`src/rtl/alu_pkg.sv`:
```
// Shared opcodes and FSM encodings for the
// registered MaquinaSencilla ALU.
package alu_pkg;

  localparam logic [2:0] OP_ADD   = 3'd0;
  localparam logic [2:0] OP_XOR   = 3'd1;
  localparam logic [2:0] OP_PASSB = 3'd2;
  localparam logic [2:0] OP_NOTB  = 3'd3;
  localparam logic [2:0] OP_SUB   = 3'd4;
  localparam logic [2:0] OP_AND   = 3'd5;
  localparam logic [2:0] OP_SHL   = 3'd6;
  localparam logic [2:0] OP_MUL   = 3'd7;

  localparam logic [1:0] ST_IDLE  = 2'd0;
  localparam logic [1:0] ST_SHIFT = 2'd1;
  localparam logic [1:0] ST_MUL   = 2'd2;

endpackage

```
`src/rtl/alu_seq_if.sv`:
```
// Request/result bundle between the control
// unit and the sequential ALU.
interface alu_seq_if #(
  parameter int WIDTH = 16
);
  logic             start;
  logic             ready;
  logic [2:0]       op;
  logic [WIDTH-1:0] a;
  logic [WIDTH-1:0] b;
  logic [WIDTH-1:0] out;
  logic             done;
  logic             z;
  logic             n;
  logic             c;
  logic             v;

  modport master (
    output start, op, a, b,
    input  ready, out, done, z, n, c, v
  );

  modport slave (
    input  start, op, a, b,
    output ready, out, done, z, n, c, v
  );
endinterface

```
`src/rtl/alu_comb_core.sv`:
```
// Single-cycle ops 0-5 with their
// carry and overflow flags.
module alu_comb_core
  import alu_pkg::*;
#(
  parameter int WIDTH = 16
) (
  input  logic [2:0]       op,
  input  logic [WIDTH-1:0] a,
  input  logic [WIDTH-1:0] b,
  output logic [WIDTH-1:0] res,
  output logic             c,
  output logic             v
);

  logic [WIDTH:0] sum;
  logic [WIDTH:0] dif;

  assign sum = {1'b0, a} + {1'b0, b};
  assign dif = {1'b0, a} - {1'b0, b};

  always_comb begin
    res = '0;
    c   = 1'b0;
    v   = 1'b0;
    unique case (1'b1)
      (op == OP_ADD): begin
        res = sum[WIDTH-1:0];
        c   = sum[WIDTH];
        v   = (a[WIDTH-1] == b[WIDTH-1]) &&
              (sum[WIDTH-1] != a[WIDTH-1]);
      end
      (op == OP_XOR):   res = a ^ b;
      (op == OP_PASSB): res = b;
      (op == OP_NOTB):  res = ~b;
      (op == OP_SUB): begin
        res = dif[WIDTH-1:0];
        // top bit of the widened difference is the borrow
        c   = ~dif[WIDTH];
        v   = (a[WIDTH-1] != b[WIDTH-1]) &&
              (dif[WIDTH-1] != a[WIDTH-1]);
      end
      (op == OP_AND):   res = a & b;
      default: ;
    endcase
  end

endmodule

```
`src/rtl/alu_seq.sv`:
```
// Registered ALU: single-cycle ops plus
// iterative shift-left and shift-add multiply.
module alu_seq
  import alu_pkg::*;
#(
  parameter int WIDTH = 16,
  parameter int SW    = $clog2(WIDTH)
) (
  input  logic   clk,
  input  logic   reset_n,
  alu_seq_if.slave bus
);

  logic [1:0]         state;
  logic [SW-1:0]      cnt;
  logic [SW-1:0]      k;
  logic [WIDTH-1:0]   sh;
  logic [WIDTH-1:0]   out_r;
  logic [2*WIDTH-1:0] acc;
  logic [2*WIDTH-1:0] mcand;
  logic [2*WIDTH-1:0] acc_nx;
  logic               done_r;
  logic               z_r, n_r, c_r, v_r;
  logic               accept;
  logic               single;
  logic [WIDTH-1:0]   core_res;
  logic [WIDTH-1:0]   s_res;
  logic               core_c, core_v;

  alu_comb_core #(.WIDTH(WIDTH)) u_core (
    .op  (bus.op),
    .a   (bus.a),
    .b   (bus.b),
    .res (core_res),
    .c   (core_c),
    .v   (core_v)
  );

  assign k      = bus.b[SW-1:0];
  assign accept = bus.start && (state == ST_IDLE);
  assign single = (bus.op < OP_SHL) ||
                  ((bus.op == OP_SHL) && (k == '0));
  // SHL by zero takes the single-cycle path
  assign s_res  = (bus.op == OP_SHL) ? bus.a : core_res;
  assign acc_nx = acc + (sh[0] ? mcand : '0);

  assign bus.ready = (state == ST_IDLE);
  assign bus.out   = out_r;
  assign bus.done  = done_r;
  assign bus.z     = z_r;
  assign bus.n     = n_r;
  assign bus.c     = c_r;
  assign bus.v     = v_r;

  always_ff @(posedge clk or negedge reset_n) begin
    if (!reset_n) begin
      state  <= ST_IDLE;
      cnt    <= '0;
      sh     <= '0;
      acc    <= '0;
      mcand  <= '0;
      out_r  <= '0;
      done_r <= 1'b0;
      z_r    <= 1'b1;
      n_r    <= 1'b0;
      c_r    <= 1'b0;
      v_r    <= 1'b0;
    end else begin
      done_r <= 1'b0;
      case (state)
        ST_IDLE: begin
          if (accept && single) begin
            out_r  <= s_res;
            z_r    <= (s_res == '0);
            n_r    <= s_res[WIDTH-1];
            c_r    <= core_c;
            v_r    <= core_v;
            done_r <= 1'b1;
          end else if (accept && bus.op == OP_SHL) begin
            sh    <= bus.a;
            cnt   <= k;
            state <= ST_SHIFT;
          end else if (accept) begin
            acc   <= '0;
            mcand <= {{WIDTH{1'b0}}, bus.a};
            sh    <= bus.b;
            cnt   <= '0;
            state <= ST_MUL;
          end
        end
        ST_SHIFT: begin
          sh  <= sh << 1;
          cnt <= cnt - 1'b1;
          if (cnt == SW'(1)) begin
            out_r  <= sh << 1;
            z_r    <= ((sh << 1) == '0);
            n_r    <= sh[WIDTH-2];
            c_r    <= sh[WIDTH-1];
            v_r    <= 1'b0;
            done_r <= 1'b1;
            state  <= ST_IDLE;
          end
        end
        ST_MUL: begin
          acc   <= acc_nx;
          mcand <= mcand << 1;
          sh    <= sh >> 1;
          cnt   <= cnt + 1'b1;
          // WIDTH is a power of two, so all-ones marks the last step
          if (cnt == '1) begin
            out_r  <= acc_nx[WIDTH-1:0];
            z_r    <= (acc_nx[WIDTH-1:0] == '0);
            n_r    <= acc_nx[WIDTH-1];
            c_r    <= |acc_nx[2*WIDTH-1:WIDTH];
            v_r    <= 1'b0;
            done_r <= 1'b1;
            state  <= ST_IDLE;
          end
        end
        default: state <= ST_IDLE;
      endcase
    end
  end

endmodule

```
`src/flat_wrapper.sv`:
```
// flat-port wrapper written by rule: the top's interface ports become plain ports
module alu_seq_flat import alu_pkg::*;
#(
  parameter int WIDTH = 16,
  parameter int SW    = $clog2(WIDTH)
)
  (clk, reset_n, bus_start, bus_op, bus_a, bus_b, bus_ready, bus_out, bus_done, bus_z, bus_n, bus_c, bus_v);
  alu_seq_if #(.WIDTH(WIDTH)) bus_i ();
  input  logic clk;
  input  logic reset_n;
  input wire logic [$bits(bus_i.start)-1:0] bus_start;
  input wire logic [$bits(bus_i.op)-1:0] bus_op;
  input wire logic [$bits(bus_i.a)-1:0] bus_a;
  input wire logic [$bits(bus_i.b)-1:0] bus_b;
  output wire logic [$bits(bus_i.ready)-1:0] bus_ready;
  output wire logic [$bits(bus_i.out)-1:0] bus_out;
  output wire logic [$bits(bus_i.done)-1:0] bus_done;
  output wire logic [$bits(bus_i.z)-1:0] bus_z;
  output wire logic [$bits(bus_i.n)-1:0] bus_n;
  output wire logic [$bits(bus_i.c)-1:0] bus_c;
  output wire logic [$bits(bus_i.v)-1:0] bus_v;
  assign bus_i.start = bus_start;
  assign bus_i.op = bus_op;
  assign bus_i.a = bus_a;
  assign bus_i.b = bus_b;
  assign bus_ready = bus_i.ready;
  assign bus_out = bus_i.out;
  assign bus_done = bus_i.done;
  assign bus_z = bus_i.z;
  assign bus_n = bus_i.n;
  assign bus_c = bus_i.c;
  assign bus_v = bus_i.v;
  alu_seq #(.WIDTH(WIDTH), .SW(SW)) u_core (.clk(clk), .reset_n(reset_n), .bus(bus_i));
endmodule
```
`config.mk`:
```
export PLATFORM = sky130hd
export DESIGN_NAME = alu_seq_flat
export DESIGN_NICKNAME = d
export VERILOG_FILES = /design/src/rtl/alu_pkg.sv /design/src/rtl/alu_seq_if.sv /design/src/rtl/alu_comb_core.sv /design/src/rtl/alu_seq.sv /design/src/flat_wrapper.sv
export SDC_FILE = /design/constraint.sdc
export NUM_CORES = 1
export LEC_CHECK = 0
export ABC_AREA = 0
export CAP_MARGIN = 20
export CORE_ASPECT_RATIO = 1.25
export CORE_MARGIN = 1.5
export CORE_UTILIZATION = 25
export CTS_BUF_LIST = sky130_fd_sc_hd__clkbuf_4 sky130_fd_sc_hd__clkbuf_8
export DETAILED_ROUTE_END_ITERATION = 8
export PLACE_DENSITY = 0.46
export SYNTH_ARGS = -nofsm -noshare
export SYNTH_HDL_FRONTEND = slang
export SYNTH_SLANG_ARGS = --single-unit
```
`constraint.sdc`:
```
create_clock -name clk -period 9.9 [get_ports clk]
set_input_delay 1.98 -clock clk [delete_from_list [all_inputs] [get_ports clk]]
set_output_delay 1.98 -clock clk [all_outputs]
set_load 0.05 [all_outputs]
```
==> metrics, run 1 <==
Fin. Hold Viols=0; largest net degree at the start of global routing=between 90 and 100; Synth Register Bits=between 100 and 150; core area=roughly 38000 um^2; Final setup viols=0; CTS Buffer Depth=2; outcome=finished, final reports clean; r2r setup slk=5.81 ns; average size of a mapped cell=around 7.6 um^2; Psw=1.26 mW; Post-DRT Antenna Nets=0; Post-CTS Setup Inserts=0; vias in the first global route=roughly 8900; clk sinks=106; root buffer cell=clkbuf_8; Internal Pwr Total=~1.1 mW; # diodes=0; GPL Wtd Cong=approximately 0.84; Setup crit end kind=flip-flop; CTS tree=done; Clk network pwr share=about an eighth; top cells by area, synth=dfrtp_1 (27%), ha_1 (9.2%), nand2_1 (8.3%); Die W=179 um; sequential share of power=between 20% and 30%; min cycle time layout=approximately 5.7 ns; crit share post-route=between 50% and 60%; Crit path required time=10.22 ns; placed insts=1742; Mapped Nets=between 1000 and 1500; Non-Filler Instances=1759; Main synth FF type=dfrtp_1; Max Slew Vio Count=0; Post-Syn Area=between 9000 and 10000 um^2; asr flop ratio synth=100%; Syn-to-layout area delta=11.4%; clock-pin slew on the worst setup and hold paths=roughly 0.11 ns; Synth Warn #=0; combinational share of power=between 50% and 60%; Arrival @ worst endpoint=around 6.0 ns; reg2reg start=u_core.sh[0]$_DFFE_PN0P_; drt pass-1 iters=5; Die ar.=39900 um^2; layout cells sized above 1=4.58%; Die H=around 220 um; leakage power=between 4 and 5 nW; slowest stage cell on the critical path=a211oi_1; clock latency on the worst-skew pair=around 0.44 ns; WL final=just over 30000 um; Max VDD drop=~0.00012 V; final setup TNS=0 ns; H-tree Lvls=3; max frequency=approximately 0.18 GHz; crit-path cells=clkdlybuf4s50_1 > inv_1 > ha_1 > nor2b_1 > o31ai_1 > a21oi_1 > o21ai_0 > o21ai_0 > a41o_1 > a211oi_1 > nand4_1 > nor4_1 > nor2_1; max-cap viol count=0; clock skew=0.0188 ns; CTS Hold Bufs=0; worst slack at placement=roughly 3.8 ns; cell taking the most area after synthesis=dfrtp_1; via count=9012; Gate Count Post-Synth=between 1000 and 1500; crit path max fanout=8; FP Rows=80; crit path launch type=input port; CTS resizes=0; port bufs=a little under 60; Initial Util=between 20% and 30%; Seq/Total Area, Yosys=a little over a quarter; Synth cell types=slightly above 80; RSZ-0062 raised after global routing=false; worst setup path start=bus_b[2]; Util after Layout=28.2%; Hold Startpoint=u_core.bus.out[1]$_DFFE_PN0P_; Top Ports=60; Hold WC Path Type=flip-flop to flip-flop; Final Worst Setup Slack=between 4 and 5 ns; EDFF count, synth=0; CTS buffer count=9; first-pass GRT wire length=between 40000 and 50000 um; GRT Residual Overflow=0; Slew @ Worst Pin=roughly 1.1 ns; Synth top area share=27.1%; PD cells=about 220 nW/um^2; drt first-iter violations=461; Crit Path Category=input port to flip-flop; Layout Nets=~1400; Largest stage delay, worst path=between 0.8 and 0.9 ns; WL per Instance=between 15 and 20 um; DRC=0; hpwl dp=~24000 um; Rel. slew slack=between 20 and 30%; Sw Ratio=~52%; vias per inst=roughly 5; synth cell count leaders=nand2_1 (215), o21ai_0 (159), dfrtp_1 (105); most frequent cell after synthesis=nand2_1; Tot GR Track Use=between 10% and 20%; initial antenna violation count=0; Most common cell on crit path=o21ai_0
[per-stage QoR]
| step | total power [mW] | hold WS, ns | instance area, um^2 |
|---|---|---|---|
| CTS | 2.43 | 0.499 | 10800 |
| finish | 2.40 | 0.492 | 10800 |
| global placement | 2.13 | 0.469 | 10600 |
| detailed placement | 2.14 | 0.473 | 10600 |
| global route | 2.61 | 0.516 | 10800 |
| floorplan | 1.72 | 0.450 | 9690 |
[power by group through the flow]
stage	sequential, mW	combinational (mW)	clock, mW
floorplan	0.788	0.929	0
global placement	0.732	1.40	0
detailed placement	0.735	1.41	0
CTS	0.726	1.42	0.289
global route	0.738	1.56	0.306
finish	0.715	1.41	0.280
[routing by layer]
metal / global-route usage, % / part of all wire [%] / wire [um]
met3: 1.52 / 3.3 / 1010
met5: 0 / 0 / 0
met2: 28.1 / 51 / 15900
met1: 19.5 / 42 / 12900
met4: 7.90 / 3.9 / 1220
[cells by family after synthesis]
kind of cell / Yosys count / share of synthesized area, %
AO/OA/AOI/OAI: 415 / 27.1
XOR/XNOR: 59 / 5.33
adder cells (fa/ha/maj): 74 / 9.79
buffers and inverters: 139 / 6.06
flip-flops: 106 / 27.4
multiplexers: 28 / 2.92
AND/OR/NAND/NOR: 448 / 21.4
[layout by cell type, fill, tap and decap left out, types with 10 or more instances in the layout]
| master | instances |
|---|---|
| nor2_1 | 63 |
| o31ai_1 | 12 |
| a21oi_1 | 80 |
| ha_1 | 69 |
| o21ai_0 | 159 |
| buf_4 | 13 |
| and2_1 | 34 |
| xnor2_1 | 34 |
| xor2_1 | 25 |
| a31oi_1 | 14 |
| mux2i_1 | 26 |
| inv_1 | 49 |
| a211oi_1 | 16 |
| a21o_1 | 20 |
| nand3_1 | 46 |
| clkdlybuf4s50_1 | 58 |
| a221oi_1 | 15 |
| dfrtp_1 | 105 |
| clkbuf_8 | 10 |
| nor3_1 | 20 |
| nor2b_1 | 10 |
| nand2_1 | 215 |
| nand4_1 | 11 |
[sequential cells by signal (all words and copies together), names as in the netlist]
signal           flops
u_core.acc          32
u_core.mcand        32
u_core.bus.out      16
u_core.sh           16
u_core.cnt           4
u_core.state         2
u_core.bus.c         1
u_core.bus.done      1
u_core.bus.v         1
u_core.bus.z         1
[critical path, delay by kind of cell]
family | cells | cell delay, ns
AND/OR/NAND/NOR | 4 | 0.68
AO/OA/AOI/OAI | 6 | 2.22
adder cells (fa/ha/maj) | 1 | 0.42
buffers and inverters | 2 | 0.70
[final timing paths]
path | to | cells past startpoint
max | u_core.bus.c$_DFFE_PN0P_ | 13
min | u_core.bus.out[1]$_DFFE_PN0P_ | 2
max reg2reg | u_core.bus.c$_DFFE_PN0P_ | 13
min reg2reg | u_core.bus.out[1]$_DFFE_PN0P_ | 2
max in group asynchronous | u_core.mcand[10]$_DFFE_PN0P_ | 2
min in group asynchronous | u_core.mcand[25]$_DFFE_PN0P_ | 1
[area by class of cell]
cell class / instances / area, um^2
Tap cell: 492 / 616
Clock buffer: 10 / 138
Timing Repair Buffer: 72 / 693
Inverter: 49 / 184
Sequential cell: 106 / 2650
Clock inverter: 6 / 50.0
Fill cell: 4219 / 27400
Multi-Input combinational cell: 1024 / 6450
No activity file was read; power rests on OpenSTA's default activity.
==> run 2: changes to the inputs <==
Settings changed: PLACE_DENSITY 0.46 to 0.48.
Clock period 9.9 ns to 5.1 ns, I/O delays scaled along.
==> run 2 against run 1 <==
Effect of this change: critical path depth rose by 1; power rose by 97%; flip-flop and latch count did not move; count of clock-buffer cells in the layout fell by 1; first-iteration DRC count fell by 15%; utilization rose by 0.26 points; non-clock buffer count rose by 10; clock power rose by 110%; hold slack improved by 0.0022 ns; largest cell class unchanged.
==> metrics, run 2 (same netlist as run 1, synthesis figures left out) <==
FP Rows=80 (unchanged); Final Worst Setup Slack=0.816 ns (-3.39 ns); fillers=4198 (-0.50%); Largest regs=u_core.acc x32, u_core.mcand x32; Arrival @ worst endpoint=4.63 ns (-1.39 ns); Setup crit end kind=flip-flop; H-tree Lvls=3 (unchanged); vias in the first global route=9067 (+1.5%); Top Ports=60 (unchanged); CTS tree=done; Hold WC Path Type=flip-flop to flip-flop; vias per inst=5.09 (-0.70%); met2 Use GR=28.5% (+0.39 points); GPL Wtd Cong=0.870 (+3.4%); CTS Hold Bufs=0 (unchanged); DRC=0 (unchanged); Syn-to-layout area delta=12.4%; Post-DRT Antenna Nets=0 (unchanged); most frequent cells in the layout=nand2_1 (215), o21ai_0 (159), dfrtp_1 (105), a21oi_1 (80), ha_1 (69); initial antenna violation count=0 (unchanged); Initial Util=25.3% (unchanged); Post-CTS Setup Inserts=0 (unchanged); largest net degree at the start of global routing=113 (+15%); Die H=223 um (unchanged); crit path max fanout=7 (-1); Rel. slew slack=42.0% (+14 points); Layout Nets=1384 (+0.73%); max-cap viol count=0 (unchanged); first-pass GRT wire length=50100 um (+0.58%); clock latency on the worst-skew pair=0.43 ns (about the same); port bufs=59 (unchanged); Die W=179 um (unchanged); # diodes=0 (unchanged); CTS resizes=0 (unchanged); Max VDD drop=0.000350 V (+180%); min cycle time layout=between 4 and 5 ns; final setup TNS=0 ns (unchanged); GRT Residual Overflow=0 (unchanged); layout cells sized above 1=5.32% (+0.75 points); Crit path required time=5.45 ns (-4.77 ns); GR met1 Demand/Resource=19.4% (-0.12 points); Slew @ Worst Pin=0.870 ns (-0.197 ns); root buffer cell=clkbuf_8; clock skew=0.0146 ns (-0.00413 ns); crit share post-route=between 80 and 90%; WL final=31100 um (+0.23%); fin area=10900 um^2 (+0.93%); core area=38200 um^2 (unchanged); Tot GR Track Use=16.1% (about the same); CTS Buffer Depth=2 (unchanged); Fin. Hold Viols=0 (unchanged); clock-pin slew on the worst setup and hold paths=0.11 ns (about the same); crit path launch type=input port; clk sinks=106 (unchanged); worst slack at placement=0.334 ns (-3.43 ns); leakage power=4.56 nW (+1.3%); Crit Path Category=input port to flip-flop; Post-Place Cell Area=10700 um^2 (+0.90%); met3 usage=1.94% (+0.43 points); most common cell after layout, fill and taps aside=nand2_1; outcome=finished, final reports clean; drt first-iter violations=392 (-15%); PD cells=435 nW/um^2 (+95%); max frequency=0.233 GHz; GR peak layer=met2; Non-Filler Instances=1769 (+0.57%); RSZ-0062 raised after global routing=false; WL per Instance=17.6 um (-0.34%); drt pass-1 iters=5 (unchanged); hpwl dp=24000 um (+1.7%); CTS buffer count=9 (unchanged); Die ar.=39900 um^2 (unchanged); Final setup viols=0 (unchanged); via count=9000 (-0.13%); Max Slew Vio Count=0 (unchanged); placed insts=1753 (+0.63%)
run 2: routing by layer:
| metal | wire, um | share of wire (%) |
|---|---|---|
| met5 | 0 | 0 |
| met4 | 1040 | 3.4 |
| met3 | 948 | 3.1 |
| met2 | 15900 | 51 |
| met1 | 13200 | 42 |
run 2: metrics by stage:
stage / utilization, % / hold slack (ns) / total power, mW
after global routing: 28.5 / 0.521 / 5.15
after detailed placement: 27.9 / 0.477 / 4.20
final: 28.5 / 0.494 / 4.74
after floorplan: - / 0.450 / 3.33
after CTS: 28.5 / 0.502 / 4.80
after global placement: 27.9 / 0.468 / 4.19
run 2: worst max-delay path, cell delays in order:
cell	delay (ns)
clkdlybuf4s50_1	0.66
ha_1	0.27
inv_1	0.07
fa_1	0.38
o21ba_1	0.21
or4_4	0.45
a21bo_2	0.25
nand3_1	0.07
o211ai_1	0.10
nor3b_2	0.26
nand4_1	0.18
a2111oi_2	0.34
nand4bb_1	0.17
o31ai_2	0.20
run 2: where the power goes:
part / switching [mW] / internal [mW] / leakage [nW]
registers: 0.259 / 1.13 / 1.39
logic: 1.83 / 0.931 / 3.06
clock network: 0.353 / 0.236 / 0.102
total: 2.44 / 2.30 / 4.56
run 2: final timing paths:
check	start	to	slack, ns	cells past startpoint
max	bus_b[0]	u_core.bus.z$_DFFE_PN1P_	0.82	14
min	u_core.bus.out[2]$_DFFE_PN0P_	u_core.bus.out[2]$_DFFE_PN0P_	0.49	1
max reg2reg	u_core.sh[0]$_DFFE_PN0P_	u_core.bus.c$_DFFE_PN0P_	0.97	13
min reg2reg	u_core.bus.out[2]$_DFFE_PN0P_	u_core.bus.out[2]$_DFFE_PN0P_	0.49	1
max in group asynchronous	reset_n	u_core.bus.z$_DFFE_PN1P_	3.49	2
min in group asynchronous	reset_n	u_core.mcand[31]$_DFFE_PN0P_	0.67	1
run 2: final cells by class:
type | instances | area [um^2] | area share, %
well taps | 492 | 616 | 5.65
inverters | 49 | 184 | 1.69
multi-input cells | 1024 | 6450 | 59.3
flip-flops and latches | 106 | 2650 | 24.4
clock inverters | 7 | 83.8 | 0.770
clock buffers | 9 | 124 | 1.14
repair buffers | 82 | 773 | 7.10
==> run 3: changes to the inputs <==
Clock period 5.1 ns to 3.65 ns, I/O delays scaled along.
==> run 3 against run 2 <==
Effect of this change: sequential power increased by 38%; critical path depth unchanged; flip-flop and latch count unchanged; hold slack got worse by 0.068 ns; power increased by 50%; setup slack got worse by 0.64 ns; global-route usage increased by 0.83 points; via count increased by 6.6%; clock skew increased by 0.0062 ns; combinational power increased by 60%; count of clock-buffer cells in the layout unchanged; utilization increased by 3.8 points.
==> metrics, run 3 (same netlist as run 1, synthesis figures left out) <==
Setup crit end kind=flip-flop; Die H=223 um (unchanged); initial antenna violation count=0 (unchanged); outcome=finished, final reports clean; Max VDD drop=0.000245 V (-30%); vias per inst=4.97 (-2.3%); R2R cell count=14 (+1); min cycle time layout=roughly 3.5 ns; Fin. Hold Viols=0 (unchanged); Syn-to-layout area delta=27.6%; largest net degree at the start of global routing=69 (-39%); CTS tree=done; Max Slew Vio Count=0 (unchanged); clock skew=0.0209 ns (+0.00624 ns); most frequent cells in the layout=nand2_1 (214), buf_4 (179), o21ai_0 (157), dfrtp_1 (104), a21oi_1 (76); clock latency on the worst-skew pair=0.43 ns (about the same); CTS buffer count=9 (unchanged); Top Ports=60 (unchanged); # diodes=0 (unchanged); most common cell after layout, fill and taps aside=nand2_1; Metal-1 WL=14300 um (+8.3%); Arrival @ worst endpoint=3.83 ns (-0.80 ns); Die W=179 um (unchanged); Final setup viols=0 (unchanged); worst reg2reg endpoint=u_core.bus.z$_DFFE_PN1P_; Psw=3.54 mW (+45%); crit path max fanout=6 (-1); Post-DRT Antenna Nets=0 (unchanged); crit path launch type=flip-flop; Slew @ Worst Pin=0.893 ns (+0.0232 ns); Clk network pwr share=10.8% (-1.6 points); WL per Instance=17.1 um (-2.9%); vias in the first global route=9951 (+9.7%); CTS Buffer Depth=2 (unchanged); H-tree Lvls=3 (unchanged); Initial Util=25.3% (unchanged); Rel. slew slack=40.5% (-1.5 points); reg2reg start=u_core.sh[0]$_DFFE_PN0P_; GRT Residual Overflow=0 (unchanged); GPL Wtd Cong=0.915 (+5.1%); PD cells=576 nW/um^2 (+32%); layout cells sized above 1=18.6% (+13 points); met3 WL=771 um (-19%); max-cap viol count=0 (unchanged); Final Worst Setup Slack=0.175 ns (-0.640 ns); core area=38200 um^2 (unchanged); first-pass GRT wire length=53300 um (+6.5%); drt first-iter violations=359 (-8.4%); Layout Nets=1545 (+12%); max frequency=0.288 GHz; Tot GR Track Use=16.9% (+0.83 points); CTS Hold Bufs=0 (unchanged); Final Total Pwr=7.12 mW (+50%); Die ar.=39900 um^2 (unchanged); port bufs=59 (unchanged); DRC=0 (unchanged); clk sinks=106 (unchanged); root buffer cell=clkbuf_8; sequential share of power=27.0% (-2.3 points); Largest regs=u_core.acc x32, u_core.mcand x32; final setup TNS=0 ns (unchanged); worst slack at placement=-0.532 ns (-0.866 ns); DR WL met2=16800 um (+6.0%); Internal Pwr Total=3.57 mW (+56%); Sw Ratio=49.8% (-1.8 points); Crit path required time=4.00 ns (-1.45 ns); leakage power=5.42 nW (+19%); clock-pin slew on the worst setup and hold paths=0.12 ns (about the same); WL final=32900 um (+5.9%); Crit Path Category=flip-flop to flip-flop; combinational share of power=62.2% (+3.9 points); r2r setup slk=0.18 ns (-0.79 ns); Hold Slack=0.426 ns (-0.0679 ns); hpwl dp=26000 um (+8.3%); via count=9595 (+6.6%); worst setup path start=u_core.sh[0]$_DFFE_PN0P_; Hold WC Path Type=input port to async pin; FP Rows=80 (unchanged); drt pass-1 iters=5 (unchanged); top layer in use=met4; crit share post-route=a little over nine tenths
[run 3: cell type report]
| class | instances | area, um^2 |
|---|---|---|
| clock inverters | 7 | 71.3 |
| flip-flops and latches | 106 | 2660 |
| clock buffers | 9 | 124 |
| inverters | 49 | 184 |
| fillers | 4209 | 25900 |
| repair buffers | 243 | 2060 |
| multi-input cells | 1024 | 6650 |
| well taps | 492 | 616 |
[run 3: how the worst max path moves through the flow]
| stage | to | slack (ns) | cells after the start |
|---|---|---|---|
| 2_1_floorplan | u_core.bus.z$_DFFE_PN1P_ | 0.35 | 12 |
| 3_3_place_gp | u_core.bus.z$_DFFE_PN1P_ | -0.45 | 14 |
| 3_5_place_dp | u_core.bus.z$_DFFE_PN1P_ | -0.53 | 14 |
| 4_1_cts | u_core.bus.c$_DFFE_PN0P_ | 0.007 | 15 |
| 5_1_grt | u_core.bus.c$_DFFE_PN0P_ | -0.04 | 15 |
| 6_report | u_core.bus.z$_DFFE_PN1P_ | 0.18 | 14 |
[run 3: stage by stage]
step	instance area (um^2)	util (%)	instances
2_1_floorplan	9690	-	1269
3_3_place_gp	11900	31.1	1908
3_5_place_dp	11900	31.1	1908
4_1_cts	12100	31.7	1925
5_1_grt	12400	32.3	1930
6_report	12400	32.3	1930
[run 3: repair_timing]
item / 4_1_cts / 5_1_grt
endpoints found under the hold margin: 0 / 0
endpoints found under the setup margin: 2 / 10
resized for setup: 8 / 42
pin swaps: 3 / 15
cloned: 0 / 0
buffers inserted: 1 / 5
[run 3: power by group through the flow]
stage	registers [mW]	logic, mW	clock network (mW)
finish	1.92	4.42	0.768
detailed placement	1.95	4.37	0
global placement	1.95	4.35	0
CTS	1.93	4.39	0.803
global route	1.98	4.91	0.845
floorplan	2.14	2.52	0
[run 3: layer usage]
metal	vias up	GRT usage [%]
met5	-	0
met4	0	5.99
met3	49	1.91
met2	133	30.2
met1	4570	20.5
li1	4843	-
[run 3: worst max-delay path, cell delays in order, from the launching register on]
cell and delay [ns]:
dfrtp_2 0.47, and2_1 0.15, ha_1 0.20, fa_1 0.42, a211oi_2 0.25, o21ai_2 0.13, buf_4 0.15, o21ai_0 0.12
xnor2_1 0.15, or4b_2 0.69, nor3_1 0.16, buf_4 0.15, a31oi_1 0.10, o21a_1 0.21, o31ai_2 0.06
